<file path="src/rtl/servo_pwm_driver.sv">
// servo_pwm_driver: two-channel hobby-servo PWM generator for the gimbal.
// Samples the signed roll/pitch angles once per frame, clamps them to the
// travel limit and produces pulses whose width changes only between frames.
// Optional feature macro: SERVO_SLEW_EN limits the per-frame change of the
// commanded angle to MAX_STEP_DEG.
module servo_pwm_driver #(
    parameter int FRAME_CYCLES  = 2_000_000,
    parameter int CENTER_CYCLES = 150_000,
    parameter int STEP_CYCLES   = 1_111,
    parameter int LIMIT_DEG     = 90,
    parameter int MAX_STEP_DEG  = 5
) (
    input  logic       clock,
    input  logic       reset,
    input  logic       enable,
    input  logic [9:0] roll,
    input  logic [9:0] pitch,
    output logic       pwm_roll,
    output logic       pwm_pitch,
    output logic       frame_start,
    output logic [9:0] cmd_roll,
    output logic [9:0] cmd_pitch,
    output logic [1:0] clamped
);

    localparam logic signed [9:0] LIM_P = 10'(LIMIT_DEG);
    localparam logic signed [9:0] LIM_N = -LIM_P;

    // Reject parameter sets where the widest pulse would not fit in a frame.
    if (FRAME_CYCLES <= CENTER_CYCLES + LIMIT_DEG * STEP_CYCLES + 2 || MAX_STEP_DEG < 1) begin : g_bad_params
        $error("servo_pwm_driver: illegal parameter combination");
    end

    logic [21:0]        cnt, cnt_nxt;
    logic               en_q, en_nxt;
    logic               is_sample, is_update;
    logic signed [9:0]  tgt_roll, tgt_pitch;
    logic signed [9:0]  cmd_r, cmd_p, cmd_r_nxt, cmd_p_nxt;
    logic [21:0]        pulse_roll, pulse_pitch, pulse_roll_nxt, pulse_pitch_nxt;
    logic               roll_over, pitch_over;

    function automatic logic signed [9:0] clamp_deg(input logic signed [9:0] a);
        if (a > LIM_P)      return LIM_P;
        else if (a < LIM_N) return LIM_N;
        else                return a;
    endfunction

    function automatic logic [21:0] pulse_of(input logic signed [9:0] c);
        logic signed [31:0] w;
        w = CENTER_CYCLES + 32'(c) * STEP_CYCLES;
        return 22'(w);
    endfunction

`ifdef SERVO_SLEW_EN
    localparam logic signed [10:0] SLEW_MAX = 11'(MAX_STEP_DEG);
    localparam logic signed [9:0]  SLEW_STEP = 10'(MAX_STEP_DEG);

    function automatic logic signed [9:0] next_cmd(input logic signed [9:0] cur,
                                                   input logic signed [9:0] tgt);
        logic signed [10:0] diff;
        diff = $signed({tgt[9], tgt}) - $signed({cur[9], cur});
        if (diff > SLEW_MAX)       return cur + SLEW_STEP;
        else if (diff < -SLEW_MAX) return cur - SLEW_STEP;
        else                       return tgt;
    endfunction
`else
    function automatic logic signed [9:0] next_cmd(input logic signed [9:0] cur,
                                                   input logic signed [9:0] tgt);
        logic signed [9:0] unused_cur;
        unused_cur = cur;
        return (unused_cur == tgt) ? unused_cur : tgt;
    endfunction
`endif

    // Next-cycle values of counter, enable, command and pulse width; the PWM
    // register is loaded from these so the output lines up with cnt exactly.
    always_comb begin
        is_sample       = (cnt == 22'(FRAME_CYCLES - 2));
        is_update       = (cnt == 22'(FRAME_CYCLES - 1));
        cnt_nxt         = is_update ? '0 : cnt + 22'd1;
        en_nxt          = is_sample ? enable : en_q;
        roll_over       = ($signed(roll) > LIM_P) || ($signed(roll) < LIM_N);
        pitch_over      = ($signed(pitch) > LIM_P) || ($signed(pitch) < LIM_N);
        cmd_r_nxt       = cmd_r;
        cmd_p_nxt       = cmd_p;
        pulse_roll_nxt  = pulse_roll;
        pulse_pitch_nxt = pulse_pitch;
        if (is_update) begin
            cmd_r_nxt       = next_cmd(cmd_r, tgt_roll);
            cmd_p_nxt       = next_cmd(cmd_p, tgt_pitch);
            pulse_roll_nxt  = pulse_of(cmd_r_nxt);
            pulse_pitch_nxt = pulse_of(cmd_p_nxt);
        end
    end

    // Frame counter, sampled targets, per-frame command and registered outputs.
    always_ff @(posedge clock or posedge reset) begin
        if (reset) begin
            cnt         <= '0;
            en_q        <= 1'b0;
            tgt_roll    <= '0;
            tgt_pitch   <= '0;
            clamped     <= '0;
            cmd_r       <= '0;
            cmd_p       <= '0;
            pulse_roll  <= 22'(CENTER_CYCLES);
            pulse_pitch <= 22'(CENTER_CYCLES);
            pwm_roll    <= 1'b0;
            pwm_pitch   <= 1'b0;
            frame_start <= 1'b1;
        end else begin
            cnt         <= cnt_nxt;
            en_q        <= en_nxt;
            if (is_sample) begin
                tgt_roll  <= clamp_deg($signed(roll));
                tgt_pitch <= clamp_deg($signed(pitch));
                clamped   <= {pitch_over, roll_over};
            end
            cmd_r       <= cmd_r_nxt;
            cmd_p       <= cmd_p_nxt;
            pulse_roll  <= pulse_roll_nxt;
            pulse_pitch <= pulse_pitch_nxt;
            pwm_roll    <= en_nxt && (cnt_nxt < pulse_roll_nxt);
            pwm_pitch   <= en_nxt && (cnt_nxt < pulse_pitch_nxt);
            frame_start <= (cnt_nxt == '0);
        end
    end

    assign cmd_roll  = cmd_r;
    assign cmd_pitch = cmd_p;

endmodule

</file>
<file path="config.mk">
export PLATFORM = sky130hd
export DESIGN_NAME = servo_pwm_driver
export DESIGN_NICKNAME = d
export VERILOG_FILES = /design/src/rtl/servo_pwm_driver.sv
export SDC_FILE = /design/constraint.sdc
export NUM_CORES = 1
export LEC_CHECK = 0
export ABC_AREA = 1
export CORE_ASPECT_RATIO = 1.25
export CORE_MARGIN = 5
export CORE_UTILIZATION = 25
export DETAILED_ROUTE_END_ITERATION = 12
export GPL_ROUTABILITY_DRIVEN = 1
export GPL_TIMING_DRIVEN = 0
export HOLD_SLACK_MARGIN = 0.15
export PLACE_DENSITY_LB_ADDON = 0.08
export SETUP_SLACK_MARGIN = 0.3
export SLEW_MARGIN = 5
export SYNTH_ARGS = -nofsm -noshare
export SYNTH_HDL_FRONTEND = slang
export SYNTH_SLANG_ARGS = --single-unit
</file>
<file path="constraint.sdc">
create_clock -name clock -period 9.7 [get_ports clock]
set_input_delay 1.94 -clock clock [delete_from_list [all_inputs] [get_ports clock]]
set_output_delay 1.94 -clock clock [all_outputs]
set_load 0.02 [all_outputs]
</file>
==> flow_summary_export.csv, run 1 <==
group,metric,value,unit
status,outcome,"completed",
final_layout,drive_above_1_share,7.143,%
final_layout,final_common_cell,"nand2_1",
floorplan,coreArea,42150,um2
logic_synthesis,synthXorXnorAreaFrac,3.359,%
routing,viasPerCell,4.375,
sta,fmax,160.0,MHz
critical_path,critPathCaptureType,"register",
placement,finalWeightedCongestion,0.7933,
logic_synthesis,synth_compound_area_share,9.867,%
global_route,busiest_layer,"met2",
routing,postRouteAntennaNets,0,
global_route,grt.met3_usage,1.312,%
clock_network,clock_path_buffers,2,
floorplan,rows,84,
pwr,power_density,125.4,nW/um2
hold_path,min_path_type,"register to register",
global_route,grt_pass1_vias,8886,
global_route,grt_use_total,13.85,%
logic_synthesis,synth_enable_flop_cells,0,
logic_synthesis,yosys.area_share.simple,19.23,%
floorplan,ios,48,
critical_path,timing.rr.end,"pwm_pitch",
critical_path,reg2reg_depth,27,
clock_network,postCtsSetupRepairBufs,0,
sta,fin_worst_skew,14.06,ps
routing,drt-total-wl,31.74,mm
global_route,grt_pass1_wl,50.53,mm
placement,place_worst_setup_slack,3253,ps
sta,tightest_slew,698.5,ps
critical_path,cp.arrival,6500,ps
sta,fin_crit,6252,ps
critical_path,timing.critical_path.mode_cell,"nand2_1",
global_route,antenna_found_initial,0,
logic_synthesis,ys_ff_latch,112,
logic_synthesis,yosys-top-cells-area,"dfrtp_1 (22%), ha_1 (21%), fa_1 (9.4%)",
logic_synthesis,muxShareOfSynthArea,0,%
final_layout,antenna_cells,0,
global_route,grt_max_degree,77,
sta,fin_setup_tns,0,ps
global_route,grt-ovfl-total,0,
hold_path,min_from,"pulse_pitch[11]",
logic_synthesis,yosys_warnings,0,
critical_path,cpLargestDelayFamily,"adder cells",
logic_synthesis,synth.top_cell.area_share,22.24,%
sta,fin_crit_sh,64.45,%
critical_path,slowest_delay,540,ps
final_layout,post-route-cell-area,12180,um2
logic_synthesis,netlist_instances,1322,
critical_path,cp_slowest_cell,"fa_1",
sta,finalHoldWorstSlack,478.7,ps
global_route,use_met2,25.63,%
logic_synthesis,async_flop_share,100.0,%
clock_network,clk_pin_slew_worst_paths,80,ps
critical_path,rr_startpoint,"tgt_pitch[6]",
sta,slew_headroom,53.43,%
job,maxCapViolCount,0,
placement,dp_cells,1929,
clock_network,numCtsBuffers,9,
routing,vias,8510,
clock_network,clock-sinks,112,
floorplan,die_width,195.0,um
sta,final-max-slew-violation-count,0,
floorplan,start_util,25.37,%
placement,port_buffers,47,
critical_path,crit_end,"pwm_pitch",
logic_synthesis,synth_top_family_by_area,"adder cells",
routing,drcViolationCount,0,
critical_path,criticalPathCategory,"register to register",
placement,dpl_cell_area,11890,um2
critical_path,crit_fanout,7,
clock_network,cts_resized,0,
final_layout,finalNetCount,1635,
final_layout,syn_to_final_growth,13.89,%
final_layout,fin_util,28.89,%
sta,rsz0062_at_grt,"no",
logic_synthesis,syn_nets,1576,
routing,dr.pass1.iters,4,
final_layout,mostFrequentLayoutCells,"nand2_1 (249), inv_1 (248), ha_1 (181)",
logic_synthesis,yosysUniqueCellTypes,48,
logic_synthesis,synth_seq_area_share,26.42,%
logic_synthesis,ys.flop_type,"dfrtp_1",
routing,drtIter0Drc,383,
logic_synthesis,synth_fa_ha_area_share,30.55,%
pwr,p_leak,6.239,nW
floorplan,die_area,47020,um2
logic_synthesis,synthesis.area,10690,um2
global_route,gr-usage-met1,17.07,%
sta,finalSetupViolations,0,
routing,wl_per_cell,16.32,um
clock_network,ctsHtreeMaxLevel,3,
final_layout,stdcell_count,1945,
critical_path,crit_path_start_kind,"register",
clock_network,cts_tree,"yes",
logic_synthesis,avgSynthCellArea,8.086,um2
critical_path,rrSetupSlack,3450,ps
critical_path,cp-startpoint,"tgt_pitch[6]",
critical_path,path_buf_inv,6,
logic_synthesis,synth_area_leader_cell,"dfrtp_1",
critical_path,cp.required,9950,ps
floorplan,fp.dieH,241.2,um
placement,hpwlAfterDp,26.47,mm
clock_network,clockRootBuffer,"clkbuf_16",
sta,hold_viol,0,
sta,setup_slack,3448,ps
clock_network,cts.hold.buffers_added,0,
clock_network,clkLatencyLatePin,380,ps
pwr,peakVddDrop,0.00007965,V
pwr,total_power,1.526,mW
critical_path,cp.depth,27,
==> report_power, final <==
| part | internal, mW | switching [mW] | leakage (nW) |
|---|---|---|---|
| clock | 0.185 | 0.201 | 0.140 |
| combinational | 0.264 | 0.405 | 4.71 |
| sequential | 0.469 | 0.00240 | 1.39 |
==> cell type report <==
| type | instances | area (um2) |
|---|---|---|
| Timing Repair Buffer | 48 | 498.0 |
| Tap cell | 559 | 699.4 |
| Inverter | 256 | 969.7 |
| Buffer | 35 | 166.4 |
| Fill cell | 4616 | 29970 |
| Clock inverter | 5 | 40.04 |
| Multi-Input combinational cell | 919 | 6735 |
| Sequential cell | 112 | 2824 |
| Clock buffer | 11 | 242.7 |
==> per-layer routing <==
layer	up-vias	wire length [um]	part of all wire, %
li1	4355	-	-
met1	4058	14010	44
met5	-	0	0
met3	33	404	1.3
met2	64	16650	52
met4	0	677	2.1
==> worst min path at each step <==
stage,slack [ps],end,cells past startpoint
CTS,480,pulse_pitch[11],2
global placement,460,pulse_roll[15],2
finish,480,pulse_pitch[11],2
floorplan,440,pulse_pitch[18],2
global route,500,pulse_pitch[2],2
detailed placement,460,pulse_pitch[18],2
==> synthesized netlist by cell type (5+ instances only) <==
cell and n:
a211oi_1 8, a21o_1 9, a21oi_1 64, a31oi_1 5, clkbuf_1 26, dfrtp_1 95, dfstp_2 17, fa_1 50
ha_1 181, inv_1 249, nand2_1 249, nand2_2 10, nand3_1 41, nand3_2 5, nand3b_1 5, nand4_1 15
nor2_1 81, nor3_1 16, o21ai_0 65, o21ai_1 11, o21bai_1 5, o22ai_1 6, or2_2 20, xnor2_1 12
xor2_1 29
==> sequential cells by signal (all words and copies together) (netlist names), 2 cells and up <==
signal / flops
pulse_roll: 22
tgt_pitch: 10
pulse_pitch: 22
clamped: 2
cmd_pitch: 10
cnt: 22
cmd_roll: 10
tgt_roll: 10
==> logic make-up after synthesis <==
kind of cell	count (synthesis)
adders and majority gates	231
and+or+nand+nor	459
xor gates and xnor gates	41
DFF	112
buffers and inverters	291
AOI/OAI and AO/OA	188
==> worst register-to-register path, cell delays in order (launching register included) <==
cell      delay (ps)
dfrtp_1          330
clkbuf_1         390
clkbuf_1         380
ha_1             230
fa_1             420
ha_1             320
fa_1             540
inv_1             60
fa_1             520
inv_1             40
ha_1             380
nand4_1          180
nor3_1           300
a21oi_1          170
o21bai_1         210
nand2_1           80
nand2_1           80
inv_1             40
nand2_1           60
nand2_1           60
nand2_1           50
nand2_1           80
ha_1             280
nand4_1          100
nor4_1           340
inv_1             80
nor4_1           250
a21oi_1          150
Power figures use the tool's default switching activity.
==> inputs of run 2 (changes only) <==
==> constraint.sdc (replaced) <==
create_clock -name clock -period 5.9 [get_ports clock]
set_input_delay 1.18 -clock clock [delete_from_list [all_inputs] [get_ports clock]]
set_output_delay 1.18 -clock clock [all_outputs]
set_load 0.02 [all_outputs]
==> run 2 against run 1 <==
- clock skew fell by 1.7 ps
- final area rose by 5.7%
- worst setup slack got worse by 2800 ps
- highest routed layer unchanged
==> flow_summary_export.csv, run 2 (synthesis results as in run 1) <==
group,metric,value,unit
placement,hpwlAfterDp,26.47,mm
final_layout,reg_top3,"cnt: 22 flops, pulse_pitch: 22 flops, pulse_roll: 22 flops",
sta,fin_setup_tns,0,ps
routing,vias,8617,
global_route,grt_use_total,14.04,%
final_layout,antenna_cells,0,
pwr,power_density,218.6,nW/um2
floorplan,die_area,47020,um2
final_layout,n_fill_cell,4592,
final_layout,drive_above_1_share,15.66,%
floorplan,coreArea,42150,um2
critical_path,criticalPathCategory,"register to register",
sta,rsz0062_at_grt,"yes",
final_layout,fin_util,30.53,%
clock_network,clkLatencyLatePin,380,ps
sta,setup_slack,607.8,ps
pwr,total_power,2.813,mW
global_route,antenna_found_initial,0,
sta,fin_crit_sh,89.70,%
sta,finalSetupViolations,0,
routing,postRouteAntennaNets,0,
job,maxCapViolCount,0,
clock_network,numCtsBuffers,9,
sta,fin_crit,5292,ps
clock_network,clk_pin_slew_worst_paths,80,ps
status,outcome,"completed",
sta,slew_headroom,54.04,%
hold_path,min_path_type,"register to register",
final_layout,stdcell_count,1970,
critical_path,cp_slowest_cell,"fa_1",
routing,wl_per_cell,16.44,um
sta,fmax,189.0,MHz
routing,viasPerCell,4.374,
final_layout,syn_to_final_growth,20.36,%
global_route,grt_pass1_vias,9021,
final_layout,finalNetCount,1660,
floorplan,start_util,25.37,%
critical_path,critPathCaptureType,"register",
routing,drcViolationCount,0,
clock_network,clockRootBuffer,"clkbuf_16",
final_layout,mostFrequentLayoutCells,"inv_1 (241), nand2_1 (235), ha_1 (160)",
routing,dr.pass1.iters,4,
critical_path,cp.arrival,5550,ps
sta,fin_worst_skew,12.34,ps
floorplan,rows,84,
critical_path,cp.required,6160,ps
critical_path,slowest_delay,530,ps
placement,place_worst_setup_slack,-546.6,ps
sta,hold_viol,0,
clock_network,clock_path_buffers,2,
critical_path,timing.critical_path.mode_cell,"nand2_1",
placement,port_buffers,47,
placement,finalWeightedCongestion,0.7933,
clock_network,clock-sinks,112,
clock_network,cts_tree,"yes",
pwr,p_leak,6.445,nW
critical_path,crit_fanout,5,
global_route,grt_max_degree,77,
floorplan,ios,48,
critical_path,crit_path_start_kind,"register",
routing,drt-total-wl,32.39,mm
routing,drtIter0Drc,299,
floorplan,die_width,195.0,um
final_layout,final_common_cell,"inv_1",
global_route,grt_pass1_wl,51.27,mm
pwr,peakVddDrop,0.0001391,V
clock_network,ctsHtreeMaxLevel,3,
sta,final-max-slew-violation-count,0,
global_route,grt-ovfl-total,0,
sta,tightest_slew,689.3,ps
placement,dp_cells,1929,
floorplan,fp.dieH,241.2,um
==> run 2: changes by cell type in the layout (fill, tap and decap cells not counted), sizes merged <==
| cell | change |
|---|---|
| inv | -1 |
| clkinvlp | +1 |
| clkbuf | -2 |
| buf | +27 |
==> run 2: per-stage QoR <==
stage | area [um2] | hold slack, ps
final | 12870 | 479.8
after global placement | 11860 | 458.5
after detailed placement | 11890 | 460.3
after CTS | 12480 | 480.7
after floorplan | 10690 | 441.7
after global routing | 12870 | 504.2
==> run 2: area by class of cell <==
| class | count | area [um2] | share of cell area (%) |
|---|---|---|---|
| repair buffers | 73 | 689.4 | 5.358 |
| well taps | 559 | 699.4 | 5.436 |
| plain buffers | 35 | 215.2 | 1.673 |
| clock inverters | 5 | 40.04 | 0.3112 |
| inverters | 256 | 973.4 | 7.565 |
| multi-input cells | 919 | 7176 | 55.77 |
| clock buffers | 11 | 242.7 | 1.886 |
| flip-flops and latches | 112 | 2831 | 22.01 |
==> run 2: path summary, 6_finish.rpt <==
check / cells past startpoint / endpoint / slack [ps] / startpoint
hold reg to reg: 2 / pulse_pitch[11] / 480 / pulse_pitch[11]
max in group asynchronous: 3 / pulse_pitch[4] / 3920 / reset
min in group asynchronous: 2 / cmd_pitch[4] / 1170 / reset
setup reg to reg: 28 / pwm_pitch / 610 / tgt_pitch[6]
setup / recovery: 28 / pwm_pitch / 610 / tgt_pitch[6]
hold / removal: 2 / pulse_pitch[11] / 480 / pulse_pitch[11]
==> run 2: what timing repair did <==
item / 4_1_cts / 5_1_grt
pin swaps: 27 / 49
gates resized for setup: 54 / 75
setup buffers: 10 / 15
setup endpoints to repair: 2 / 2
cloned: 0 / 0
hold buffers: 0 / 0
==> run 2: report_power, final <==
part | leakage [nW] | switching, mW | internal, mW
combinational | 4.91 | 0.779 | 0.624
sequential | 1.39 | 0.00297 | 0.771
clock | 0.140 | 0.332 | 0.304
==> run 2: critical path: cells and delay by family (launching register included) <==
kind / cells / cell delay [ps]
AOI/OAI and AO/OA: 3 / 380
adders and majority gates: 7 / 2440
buffers and inverters: 7 / 640
DFF: 1 / 380
and+or+nand+nor: 11 / 1310
==> run 2: metal layers <==
| metal | up-vias | track usage (%) | share of wire, % |
|---|---|---|---|
| met5 | - | 0 | 0 |
| met4 | 0 | 4.254 | 2.1 |
| met3 | 30 | 1.354 | 1.6 |
| met2 | 64 | 26.15 | 53 |
| met1 | 4124 | 17.17 | 44 |
| li1 | 4399 | - | - |
